[config.mk]
export PLATFORM = sky130hd
export DESIGN_NAME = sram_port_arbiter
export DESIGN_NICKNAME = d
export VERILOG_FILES = /design/src/rtl/sram_port_arbiter.sv
export SDC_FILE = /design/constraint.sdc
export NUM_CORES = 1
export LEC_CHECK = 0
export BUFFER_PORTS_ARGS = -buffer_cell sky130_fd_sc_hd__buf_4
export CAP_MARGIN = 20
export CORE_AREA = 5 5 122 124
export CTS_BUF_LIST = sky130_fd_sc_hd__clkbuf_16
export CTS_CLUSTER_SIZE = 40
export DETAILED_ROUTE_END_ITERATION = 10
export DIE_AREA = 0 0 127 129
export GPL_TIMING_DRIVEN = 0
export PLACE_DENSITY = 0.56
export SYNTH_ARGS = -nofsm -noshare
export SYNTH_HDL_FRONTEND = slang
export SYNTH_SLANG_ARGS = --single-unit
[constraint.sdc]
create_clock -name clk -period 3.1 [get_ports clk]
set_input_delay 0 -clock clk [delete_from_list [all_inputs] [get_ports clk]]
set_output_delay 0 -clock clk [all_outputs]
set_load 0.1 [all_outputs]
[src/rtl/sram_port_arbiter.sv]
// sram_port_arbiter: shares one SRAM-like memory port between instruction fetch and data access
// Ports: inst_sram_* / data_sram_* requester sides, mem_* downstream port,
//        outst_cnt (accepted-but-unanswered transactions), arb_err (sticky stray-response flag).
// Data wins arbitration unless inst has waited through STARVE_LIMIT data grants; a stalled
// address phase locks its grant until accepted or withdrawn. A 1-bit source FIFO routes the
// in-order responses back to whichever side issued each accepted request.
module sram_port_arbiter #(
  parameter int OUTST_DEPTH  = 4,
  parameter int STARVE_LIMIT = 4
) (
  input  logic                           clk,
  input  logic                           reset,
  input  logic                           inst_sram_req,
  input  logic                           inst_sram_wr,
  input  logic [1:0]                     inst_sram_size,
  input  logic [3:0]                     inst_sram_wstrb,
  input  logic [31:0]                    inst_sram_addr,
  input  logic [31:0]                    inst_sram_wdata,
  output logic                           inst_sram_addr_ok,
  output logic                           inst_sram_data_ok,
  output logic [31:0]                    inst_sram_rdata,
  input  logic                           data_sram_req,
  input  logic                           data_sram_wr,
  input  logic [1:0]                     data_sram_size,
  input  logic [3:0]                     data_sram_wstrb,
  input  logic [31:0]                    data_sram_addr,
  input  logic [31:0]                    data_sram_wdata,
  output logic                           data_sram_addr_ok,
  output logic                           data_sram_data_ok,
  output logic [31:0]                    data_sram_rdata,
  output logic                           mem_req,
  output logic                           mem_wr,
  output logic [1:0]                     mem_size,
  output logic [3:0]                     mem_wstrb,
  output logic [31:0]                    mem_addr,
  output logic [31:0]                    mem_wdata,
  input  logic                           mem_addr_ok,
  input  logic                           mem_data_ok,
  input  logic [31:0]                    mem_rdata,
  output logic [$clog2(OUTST_DEPTH):0]   outst_cnt,
  output logic                           arb_err
);
  localparam int AW = $clog2(OUTST_DEPTH);
  localparam int SW = $clog2(STARVE_LIMIT + 1);
  localparam logic [AW:0]   DEPTH_C = OUTST_DEPTH[AW:0];
  localparam logic [SW-1:0] LIMIT_C = STARVE_LIMIT[SW-1:0];
  typedef enum logic [1:0] {IDLE, HOLD_I, HOLD_D} state_t;
  state_t state, state_nx;
  logic [SW-1:0] starve_cnt;
  logic [OUTST_DEPTH-1:0] src_q;
  logic [AW-1:0] wptr, rptr;
  logic full, empty, sel_d, sel_req, accept, pop, head;
  assign full  = outst_cnt == DEPTH_C;
  assign empty = outst_cnt == '0;
  assign head  = src_q[rptr];
  // sel_d picks the requester whose fields drive the port; held in HOLD_* states
  always_comb begin
    sel_d    = state == HOLD_D ? 1'b1 :
               state == HOLD_I ? 1'b0 :
               data_sram_req & ~(inst_sram_req & starve_cnt == LIMIT_C);
    state_nx = state == IDLE ? ((mem_req & ~mem_addr_ok) ? (sel_d ? HOLD_D : HOLD_I) : IDLE) :
               (accept | ~sel_req) ? IDLE : state;
  end
  assign sel_req   = sel_d ? data_sram_req : inst_sram_req;
  // reset also masks the combinational handshakes so nothing escapes while it is held
  assign mem_req   = sel_req & ~full & ~reset;
  assign accept    = mem_req & mem_addr_ok;
  assign pop       = mem_data_ok & ~empty & ~reset;
  assign mem_wr    = mem_req & (sel_d ? data_sram_wr : inst_sram_wr);
  assign mem_size  = mem_req ? (sel_d ? data_sram_size  : inst_sram_size)  : '0;
  assign mem_wstrb = mem_req ? (sel_d ? data_sram_wstrb : inst_sram_wstrb) : '0;
  assign mem_addr  = mem_req ? (sel_d ? data_sram_addr  : inst_sram_addr)  : '0;
  assign mem_wdata = mem_req ? (sel_d ? data_sram_wdata : inst_sram_wdata) : '0;
  assign inst_sram_addr_ok = accept & ~sel_d;
  assign data_sram_addr_ok = accept & sel_d;
  assign inst_sram_data_ok = pop & ~head;
  assign data_sram_data_ok = pop & head;
  assign inst_sram_rdata   = mem_rdata;
  assign data_sram_rdata   = mem_rdata;
  always_ff @(posedge clk or posedge reset) begin
    if (reset) begin
      state      <= IDLE;
      starve_cnt <= '0;
      wptr       <= '0;
      rptr       <= '0;
      outst_cnt  <= '0;
      arb_err    <= 1'b0;
    end else begin
      state      <= state_nx;
      starve_cnt <= (~inst_sram_req | (accept & ~sel_d)) ? '0 :
                    (accept & starve_cnt != LIMIT_C) ? starve_cnt + 1'b1 : starve_cnt;
      if (accept) wptr <= wptr + 1'b1;
      if (pop) rptr <= rptr + 1'b1;
      outst_cnt  <= outst_cnt + (AW+1)'(accept) - (AW+1)'(pop);
      if (mem_data_ok & empty) arb_err <= 1'b1;
    end
  end
  // source tags need no reset: entries are only read between their push and pop
  always_ff @(posedge clk) begin
    if (accept) src_q[wptr] <= sel_d;
  end
endmodule

* After elaboration in Yosys (flattened, before gate mapping) *
Cells that the tools add are included.

storage, ports and cells
  bits of input ports = 180
  output and inout port bits = 144
  register bits after elaboration = 17

operators by class
  magnitude comparators = 3
  add/subtract/negate cells = 5
  reductions and logical operators = 5
  eq/ne operators = 5
  muxes and demuxes = 23
  bitwise logic cells = 26

operators with widths
  operator                                                           number
  2-to-1 mux 32 bit                                                  4
  AND 1 bit                                                          15
  2-to-1 mux 2 bit                                                   6
  inverter 1 bit                                                     9
  2-to-1 mux 4 bit                                                   2
  equality test 3 bit, second input constant                         2
  less-than comparator 2 x 3 -> 1 bit, second input constant         2
  2-to-1 mux 1 bit                                                   6
  2-to-1 mux 3 bit                                                   2
  adder 2 x 1 -> 2 bit, second input constant                        2
  bitwise mux 4 bit                                                  1
  nonzero test 2 bit                                                 2
  adder 3 x 1 -> 3 bit                                               1
  adder 3 x 1 -> 3 bit, second input constant                        1
  logical NOT 3 bit                                                  1
  != test 3 bit, second input constant                               1
  subtractor 3 x 1 -> 3 bit                                          1
  binary-select mux 1 bit (select 2 bit)                             1
  demux 1 bit (select 2 bit)                                         1
  equality test 2 x 1 -> 1 bit, second input constant                1
  equality test 2 bit, second input constant                         1
  greater-or-equal comparator 2 x 1 -> 1 bit, second input constant  1
  logical NOT 2 bit                                                  1
  bitwise OR 1 bit                                                   2
  logical AND 1 bit                                                  1

* Logic depth before layout (Yosys ltp) *
Gate-level depths: netlist of the first run.

  word-level depth = 13
  mapped depth = 12

* Worst setup path before layout of the first run *
Ideal clock, no wire load.

  path kind = register to output
  start = register outst_cnt[1]
  end = output port mem_addr[0]
  cell stages (with the launch flop) = 6
  buffers on the path = 1
  arrival = 3214 ps
  slack = -114 ps
  cell sequence = dfrtp_1 > nor3b_1 > nor2_1 > nand3_2 > buf_2 > a21oi_1

between the ends
  word-level cells in the longest chain between the ends = 5

ends and longest elaborated chain
  what                     line  text
  start, declared          40    output logic [$clog2(OUTST_DEPTH):0] outst_cnt,
  start signal, assigned   94    outst_cnt <= outst_cnt + (AW+1)'(accept) - (AW+1)'(pop);
  equality test 3 bit      53    assign full = outst_cnt == DEPTH_C;
  inverter 1 bit           66    assign mem_req = sel_req & ~full & ~reset;
  AND 1 bit (2 in series)  66
  2-to-1 mux 32 bit        72    assign mem_addr = mem_req ? (sel_d ? data_sram_addr : inst_sram_addr) : '0;
  end, declared            35    output logic [31:0] mem_addr,

Every way passes these cells.

* Final worst setup path of the first run *
  start = register state[0]
  end = register outst_cnt[2]

between the ends
  word-level cells in the longest chain between the ends = 9
  elaborated cells on any way between the ends = 10
  those cells by class = 2 x add/sub; 2 x eq/ne; 3 x mux; 3 x bitwise

ends and longest elaborated chain
  what                           line  text
  start, declared                48    state_t state, state_nx;
  start signal, assigned         89    state <= state_nx;
  equality test 2 x 1 -> 1 bit   59    state == HOLD_I ? 1'b0 :
  2-to-1 mux 1 bit               59
  2-to-1 mux 1 bit (*)           58    sel_d = state == HOLD_D ? 1'b1 :
  2-to-1 mux 1 bit (*)           64    assign sel_req = sel_d ? data_sram_req : inst_sram_req;
  AND 1 bit (*) (2 in series)    66
  AND 1 bit (*)                  67    assign accept = mem_req & mem_addr_ok;
  adder 3 x 1 -> 3 bit (*)       94
  subtractor 3 x 1 -> 3 bit (*)  94

Mark *: on every way between the ends. The rest lies on a longest branch, timed or not.
A chain may end at the register's enable or synchronous reset.

==> flow_summary.ini, run 1 <==
[die]
core-area_sq_um = 13670
die_w_um = 127
fp.dieH_um = 129
rows = 43
die-area_sq_um = 16380
num_io_pins = 324
start_util = 0.2176

[place]
placed_area_sq_um = 5373
post-dp-hpwl_mm = 12.94
place_inst = 888
place.port_buffers = 289
globalplace.congestion = 0.8915

[global_route]
grt_antenna_before_repair = 0
grt_usage = 0.1695
grt_max_degree = 14
grt_pass1_wl_mm = 22.87
grt.overflow.total = 0
grt_pass1_vias = 4308

[timing]
hold_ws_ps = 65.83
tightest_slew_ps = 547.8
maxSlewHeadroom = 0.6340
timing.final.hold_violations = 0
rsz0062_at_grt = no
fin_crit_ps = 2506
tns_ps = 0
slew_viol_final = 0
fmax_mhz = 399.0
fin_crit_sh = 0.8084
setup_viol = 0
skew_ps = 3.616

[clocking]
cts.clk_slew.worst_paths_ps = 50
cts-root-buf = clkbuf_16
htreeDepth = 1
clk_latency_ps = 250
cts.sinks = 17
cts_buffers = 3
postCtsSetupBuffers = 0
tritoncts = done
clk_path_buf_depth = 2

[power]
irDropWorstVdd_uv = 684.1
powerDensity_nw_per_um2 = 776.9
leakage_uw = 0.002688

[route]
drtIter0Drc = 191
drtPass1Iterations = 6
avgViaCountPerCell = 4.711
wirelength_mm = 15.36
num_vias = 4212
routedWlPerCell_um = 17.18
drc = 0
drtAntennaViolNets = 0

[setup_path]
r2r_slack_ps = 590
start_kind = flop
critPathArrivalTime_ps = 2640
crit_fanout = 10
path_class = reg -> reg
worstSetupEndpointType = flop
required_ps = 3230

[logic_synthesis]
synth_fp_nets = 608
ys_types = 39
synthCells = 419
ys_ff_latch = 17
synthesis.area_sq_um = 2974
ys_warn_count = 0
synth_ff_type = dfrtp_1
synth_edf_count = 4
synthArstFlopShare = 0.7647
synth_seq_area_share = 0.1498
syn_avg_cell_area_sq_um = 7.098

[outcome]
status = completed

[run]
maxCapViolCount = 0

[cells_and_area]
n_antenna_cell = 0
drive_gt1_frac = 0.5784
finalInstanceArea_sq_um = 5473
fin_cells = 894
syn2layout_area_growth_pct = 84.01
final_core_util = 0.4005
layout.nets = 904

[hold_path]
hold_path_class = in -> reg
-- final cells by class --
cell class,count,area (sq um)
Buffer,113,733.2
Multi-Input combinational cell,273,1739
Clock buffer,3,75.07
Timing Repair Buffer,291,2190
Inverter,16,60.06
Sequential cell,17,445.4
Fill cell,1481,8193
Tap cell,180,225.2
Clock inverter,1,5.005
-- synthesized netlist by cell type, types with 6 or more instances --
master    instances  share of area
clkbuf_1          7         0.0088
a21oi_1          73           0.12
buf_2            36          0.061
nor2_1            7         0.0088
dfrtp_1          13           0.11
nand2_1           6         0.0076
ha_1              8          0.034
nand3_1          74           0.12
o211ai_1         71           0.18
inv_1            14          0.018
buf_4            68           0.17
-- sequential cells by signal, summed over array words and instances, names as in the netlist --
name,count
src_q,4
arb_err,1
state,2
wptr,2
outst_cnt,3
rptr,2
starve_cnt,3
-- logic make-up after synthesis --
family | synth area share
compound gates | 0.3357
xor+xnor | 0.01472
fa+ha+maj | 0.04417
buf+inv | 0.2667
flops | 0.1498
mux | 0.01136
simple gates | 0.1775
-- final timing paths --
| check | cells after the start | endpoint | startpoint |
|---|---|---|---|
| max | 12 | outst_cnt[2] | state[0] |
| min | 3 | starve_cnt[2] | inst_sram_req |
| max reg2reg | 12 | outst_cnt[2] | state[0] |
| min reg2reg | 1 | arb_err | arb_err |
| max in group asynchronous | 3 | wptr[0] | reset |
| min in group asynchronous | 3 | starve_cnt[0] | reset |
-- placed cells by master, fill, tap and decap left out, types with 2 or more instances in the layout --
cell type,n
a21oi_1,72
buf_2,36
buf_4,357
clkbuf_1,7
clkbuf_16,3
dfrtp_1,13
dlygate4sd3_1,2
edfxtp_1,4
ha_1,8
inv_1,14
inv_2,2
nand2_1,6
nand2b_1,2
nand3_1,74
nand3_2,3
nor2_1,7
nor3_1,3
nor3b_1,2
o211ai_1,71
o32ai_1,2
xnor2_1,4
-- worst max-delay path, stage by stage (launching register included) --
cell     delay (ps)
dfrtp_1         330
buf_4           200
inv_2            70
or3_4           410
nand3_2         110
buf_6           160
ha_1            240
inv_1            60
ha_1            130
inv_1            50
fa_1            370
xnor2_1         140
xnor2_1         120
-- metrics by stage --
stage          setup slack, ps  total power [uW]
6_report                 593.9              4252
5_1_grt                  400.7              4463
4_1_cts                  574.8              4287
3_5_place_dp             593.5              4010
3_3_place_gp             584.4              3976
2_1_floorplan           -114.0              3212
-- where the power goes --
group	total (uW)	switching, uW	internal [uW]
sequential	366	64.0	302
combinational	3630	2730	897
clock	258	85.4	173
total	4250	2880	1370
-- what timing repair did --
action,4_1_cts,5_1_grt
resized for setup,0,0
hold endpoints to repair,14,0
hold buffers,2,0
-- per-layer routing --
layer  share of wire  wire length (um)  track usage  vias up
met1            0.36              5598       0.1978     1942
met3           0.078              1196      0.03072       15
met5               0                 0            0        -
met4           0.011               169      0.02082        0
met2            0.55              8391       0.3300      192
li1                -                 -            -     2063
(Power assumes the default switching activity.)
==> run 2: changes to the inputs <==
--- a/config.mk
+++ b/config.mk
@@ -13,7 +13,7 @@
 export DETAILED_ROUTE_END_ITERATION = 10
 export DIE_AREA = 0 0 127 129
 export GPL_TIMING_DRIVEN = 0
-export PLACE_DENSITY = 0.56
+export PLACE_DENSITY = 0.58
 export SYNTH_ARGS = -nofsm -noshare
 export SYNTH_HDL_FRONTEND = slang
 export SYNTH_SLANG_ARGS = --single-unit
==> constraint.sdc (replaced) <==
create_clock -name clk -period 2.1 [get_ports clk]
set_input_delay 0 -clock clk [delete_from_list [all_inputs] [get_ports clk]]
set_output_delay 0 -clock clk [all_outputs]
set_load 0.1 [all_outputs]
==> run 2 against run 1 <==
Effect of this change:
- the run now ends with negative setup slack left
- clock skew increased by 4.5 ps
- global-route usage increased by 1.9 points
- clock power increased by 51%
- routed wire length increased by 15%
- register-to-register slack got worse by 680 ps
- non-clock buffer count increased by 22
- via count increased by 6.5%
- hold slack improved by 4.4 ps
- first-iteration DRC count decreased by 17%
- largest power group unchanged
==> flow_summary.ini, run 2 (same netlist as run 1, synthesis figures left out) <==
[timing]
hold_ws_ps = 70.20
timing.final.hold_violations = 0
slew_viol_final = 0
maxSlewHeadroom = 0.6425
fmax_mhz = 457.1
setup_viol = 1
skew_ps = 8.075
fin_crit_ps = 2188
worst_slack_ps = -87.90
tightest_slew_ps = 535.7
fin_crit_sh = 1.042
rsz0062_at_grt = yes

[die]
core-area_sq_um = 13670
start_util = 0.2176
die_w_um = 127
die-area_sq_um = 16380
fp.dieH_um = 129
rows = 43
num_io_pins = 324

[setup_path]
endpoint = outst_cnt[2]
r2r_slack_ps = -90
critPathArrivalTime_ps = 2330
reg2reg_depth = 10
timing.rr.start = state[1]
crit_fanout = 6
crit_family = adder cells
r2r_end = outst_cnt[2]
slowest_delay_ps = 390
crit_chain = buf_6, or3_4, nand3_4, ha_4, inv_2, ha_4, inv_2, fa_2, xnor2_2, xnor2_1
start_kind = flop
slowest_stage = or3_4
required_ps = 2240
crit_buf_inv = 3
worstSetupEndpointType = flop
cp-startpoint = state[1]
crit_cells = 10
path_class = reg -> reg

[power]
irDropWorstVdd_uv = 1370
leakage_uw = 0.003173
powerDensity_nw_per_um2 = 1086

[route]
drtAntennaViolNets = 0
num_vias = 4487
avgViaCountPerCell = 4.882
drc = 0
wirelength_mm = 17.68
drtPass1Iterations = 4
routedWlPerCell_um = 19.24
drtIter0Drc = 158

[clocking]
clk_latency_ps = 250
cts_buffers = 3
cts.sinks = 17
clk_path_buf_depth = 2
cts-root-buf = clkbuf_16
cts.clk_slew.worst_paths_ps = 60
htreeDepth = 1
tritoncts = done

[run]
maxCapViolCount = 0

[global_route]
grt_pass1_vias = 4496
grt_antenna_before_repair = 3
grt_pass1_wl_mm = 25.10
grt_usage = 0.1890
grt_max_degree = 14
grt.overflow.total = 0

[place]
place_inst = 888
post-dp-hpwl_mm = 13.85
globalplace.congestion = 0.8437
placed_area_sq_um = 6223
place.port_buffers = 289

[cells_and_area]
syn2layout_area_growth_pct = 153.8
final_cell_mix = buf_4 (320), o211ai_1 (71), a21oi_4 (70)
regMostFlops = src_q
fin_cells = 919
finalInstanceArea_sq_um = 7548
layout.nets = 927
largest_reg_flops = 4
drive_gt1_frac = 0.7300
layout.cells.most_common = buf_4
reg_top3 = src_q (4), outst_cnt (3), starve_cnt (3)

[hold_path]
hold_path_class = in -> reg

[outcome]
status = complete, but fails checks
failed_checks = negative setup slack
==> run 2: area by class of cell <==
type / instances / area (sq um)
fill: 1219 / 6117
multi-input combinational: 274 / 2723
clock buffer: 3 / 75.07
tap: 180 / 225.2
clock inverter: 1 / 5.005
buffer: 112 / 920.9
inverter: 16 / 62.56
timing repair buffer: 314 / 3075
antenna: 2 / 5.005
sequential: 17 / 456.7
==> run 2: through the flow <==
step | TNS, ps | power (uW) | util | worst slack, ps
floorplan | -821.6 | 5520 | - | -303.6
global placement | -650.7 | 6664 | 0.4554 | -356.5
detailed placement | -1398 | 6725 | 0.4554 | -354.4
CTS | -83.59 | 7632 | 0.5082 | -81.78
global route | -313.2 | 8512 | 0.5524 | -154.4
finish | -87.90 | 8201 | 0.5524 | -87.90
==> run 2: what timing repair did <==
action / 4_1_cts / 5_1_grt
setup buffers: 9 / 11
setup endpoints to repair: 75 / 74
hold buffers: 2 / 0
pin swaps: 9 / 12
gates cloned: 0 / 4
gates resized for setup: 149 / 110
endpoints found under the hold margin: 14 / 0
==> run 2: worst min-delay path by stage <==
stage | depth (start not counted) | from | endpoint
4_1_cts | 3 | inst_sram_req | starve_cnt[2]
6_report | 3 | inst_sram_req | starve_cnt[2]
5_1_grt | 3 | inst_sram_req | starve_cnt[2]
3_3_place_gp | 2 | reset | outst_cnt[1]
2_1_floorplan | 1 | reset | arb_err
3_5_place_dp | 2 | reset | outst_cnt[0]
==> run 2: power breakdown <==
part	total (uW)	switching [uW]	internal, uW
combinational	7230	4810	2430
sequential	579	112	466
clock	389	134	255
==> run 2: metal layers <==
layer / share of wire / vias to the layer above / global-route usage
li1: - / 2114 / -
met1: 0.37 / 2166 / 0.2209
met2: 0.54 / 184 / 0.3571
met3: 0.070 / 21 / 0.04151
met4: 0.015 / 2 / 0.03281
met5: 0.0011 / - / 0
==> run 2: tightest hold or removal path, cell delays in order <==
cell and delay [ps]:
buf_4 150, nand2_1 80, a2bb2oi_2 50
==> run 3: changes to the inputs <==
--- a/config.mk
+++ b/config.mk
@@ -13,7 +13,7 @@
 export DETAILED_ROUTE_END_ITERATION = 10
 export DIE_AREA = 0 0 127 129
 export GPL_TIMING_DRIVEN = 0
-export PLACE_DENSITY = 0.58
+export PLACE_DENSITY = 0.67
 export SYNTH_ARGS = -nofsm -noshare
 export SYNTH_HDL_FRONTEND = slang
 export SYNTH_SLANG_ARGS = --single-unit
==> run 3 against run 2 <==
Effect of this change:
- the flow still finishes with violations (negative setup slack)
- combinational power is 0.8% higher
- count of clock-buffer cells in the layout is the same
- die area unchanged
- worst setup slack better by 25 ps
- first-iteration DRC count is 22% higher
- critical endpoint unchanged
==> flow_summary.ini, run 3 (same netlist as run 1, synthesis figures left out) <==
[timing]
timing.final.hold_violations = 0
slew_viol_final = 0
maxSlewHeadroom = 0.6302
skew_ps = 1.811
fin_crit_sh = 1.030
worst_slack_ps = -63.09
rsz0062_at_grt = yes
tightest_slew_ps = 554.2
fmax_mhz = 462.3
tns_ps = -63.09
setup_viol = 1
fin_crit_ps = 2163

[cells_and_area]
nFillCells = 1214
layout.nets = 927
final_cell_mix = buf_4 (316), nand3_1 (71), o211ai_1 (71)
reg_top3 = src_q (4), outst_cnt (3), starve_cnt (3)
syn2layout_area_growth_pct = 159.8
multi_input_area_sq_um = 2655
regArea_sq_um = 456.7
n_antenna_cell = 0
regMostFlops = src_q
layout.cells.most_common = buf_4
drive_gt1_frac = 0.7218
largest_reg_flops = 4
finalInstanceArea_sq_um = 7726

[global_route]
grt_max_degree = 14
grt_antenna_before_repair = 0
grt_pass1_wl_mm = 23.76
grt.overflow.total = 0
grt_pass1_vias = 4452
grt_usage = 0.1768

[run]
maxCapViolCount = 0

[route]
wirelength_mm = 16.58
wl_met1_mm = 6.037
highest_layer = met4
drtAntennaViolNets = 0
drtPass1Iterations = 4
num_vias = 4428
wl_met2_mm = 8.775
avgViaCountPerCell = 4.829
drc = 0
routedWlPerCell_um = 18.08
drtIter0Drc = 192
wl_met3_mm = 1.341

[power]
powerDensity_nw_per_um2 = 1069
irDropWorstVdd_uv = 1433
leakage_uw = 0.003223

[place]
post-dp-hpwl_mm = 12.66
place.port_buffers = 289
globalplace.congestion = 0.8582
placed_area_sq_um = 6223

[setup_path]
cp-startpoint = state[1]
worstSetupEndpointType = flop
reg2reg_depth = 10
start_kind = flop
endpoint = outst_cnt[2]
timing.rr.start = state[1]
r2r_slack_ps = -60
r2r_end = outst_cnt[2]
critPathArrivalTime_ps = 2300
path_class = reg -> reg
crit_fanout = 6
required_ps = 2240

[die]
num_io_pins = 324
core-area_sq_um = 13670
rows = 43
die_w_um = 127
fp.dieH_um = 129
start_util = 0.2176
die-area_sq_um = 16380

[clocking]
cts_buffers = 3
cts.sinks = 17
htreeDepth = 1
tritoncts = done
cts.clk_slew.worst_paths_ps = 50
cts-root-buf = clkbuf_16
clk_path_buf_depth = 2
clk_latency_ps = 250

[hold_path]
hold_depth = 3
hold_path_class = in -> reg

[outcome]
failed_checks = negative setup slack
status = complete, but fails checks
-- run 3: cell types whose count changed in the layout (fill, tap and decap cells not counted), sizes merged --
cell	before	now
nand3	78	77
diode	2	0
clkinv	1	0
inv	16	17
buf	410	411
-- run 3: how the worst min path moves through the flow --
stage,start,to,slack [ps]
after floorplan,reset,arb_err,-120
after global placement,reset,arb_err,90
after detailed placement,reset,outst_cnt[0],110
after CTS,inst_sram_req,starve_cnt[2],70
after global routing,inst_sram_req,starve_cnt[2],80
final,inst_sram_req,starve_cnt[2],80
-- run 3: report_power, final --
part           total, uW  switching, uW  internal [uW]
Combinational       7290           4770           2520
Clock                381            128            253
Sequential           591            124            466
Total               8260           5030           3240
-- run 3: cell type report --
cell class | instances | area share
inverter | 16 | 0.008097
sequential | 17 | 0.05911
clock buffer | 3 | 0.009717
multi-input combinational | 273 | 0.3436
timing repair buffer | 315 | 0.4317
clock inverter | 1 | 0.0004858
buffer | 112 | 0.1181
tap | 180 | 0.02915
-- run 3: worst max-delay path, stage by stage, from the launching register on --
cell,delay (ps)
dfrtp_1,370
buf_6,130
or3_4,390
nand3_4,120
ha_4,200
inv_2,60
ha_4,110
inv_2,30
fa_2,360
xnor2_2,150
xnor2_1,120
-- run 3: through the flow --
| step | utilization | worst slack [ps] | power, uW | cells | hold slack, ps |
|---|---|---|---|---|---|
| 6_report | 0.5654 | -63.09 | 8262 | 917 | 80.51 |
| 3_3_place_gp | 0.4554 | -369.2 | 6679 | 888 | 94.22 |
| 5_1_grt | 0.5654 | -155.3 | 8603 | 917 | 81.30 |
| 4_1_cts | 0.5018 | -89.91 | 7537 | 902 | 72.62 |
| 3_5_place_dp | 0.4554 | -395.3 | 6709 | 888 | 110.4 |
| 2_1_floorplan | - | -303.6 | 5520 | 419 | -123.0 |
-- run 3: metal layers --
layer  vias to the layer above  GRT usage
met5                         -          0
met4                         0    0.04732
met3                        29    0.04276
met2                       198     0.3210
met1                      2089     0.2083
li1                       2112          -
-- run 3: repair_timing --
action	CTS	global route
pin swaps	7	24
gates cloned	0	6
setup buffers	8	10
hold buffers	2	0
setup endpoints to repair	75	74
gates resized for setup	133	161
endpoints found under the hold margin	14	0
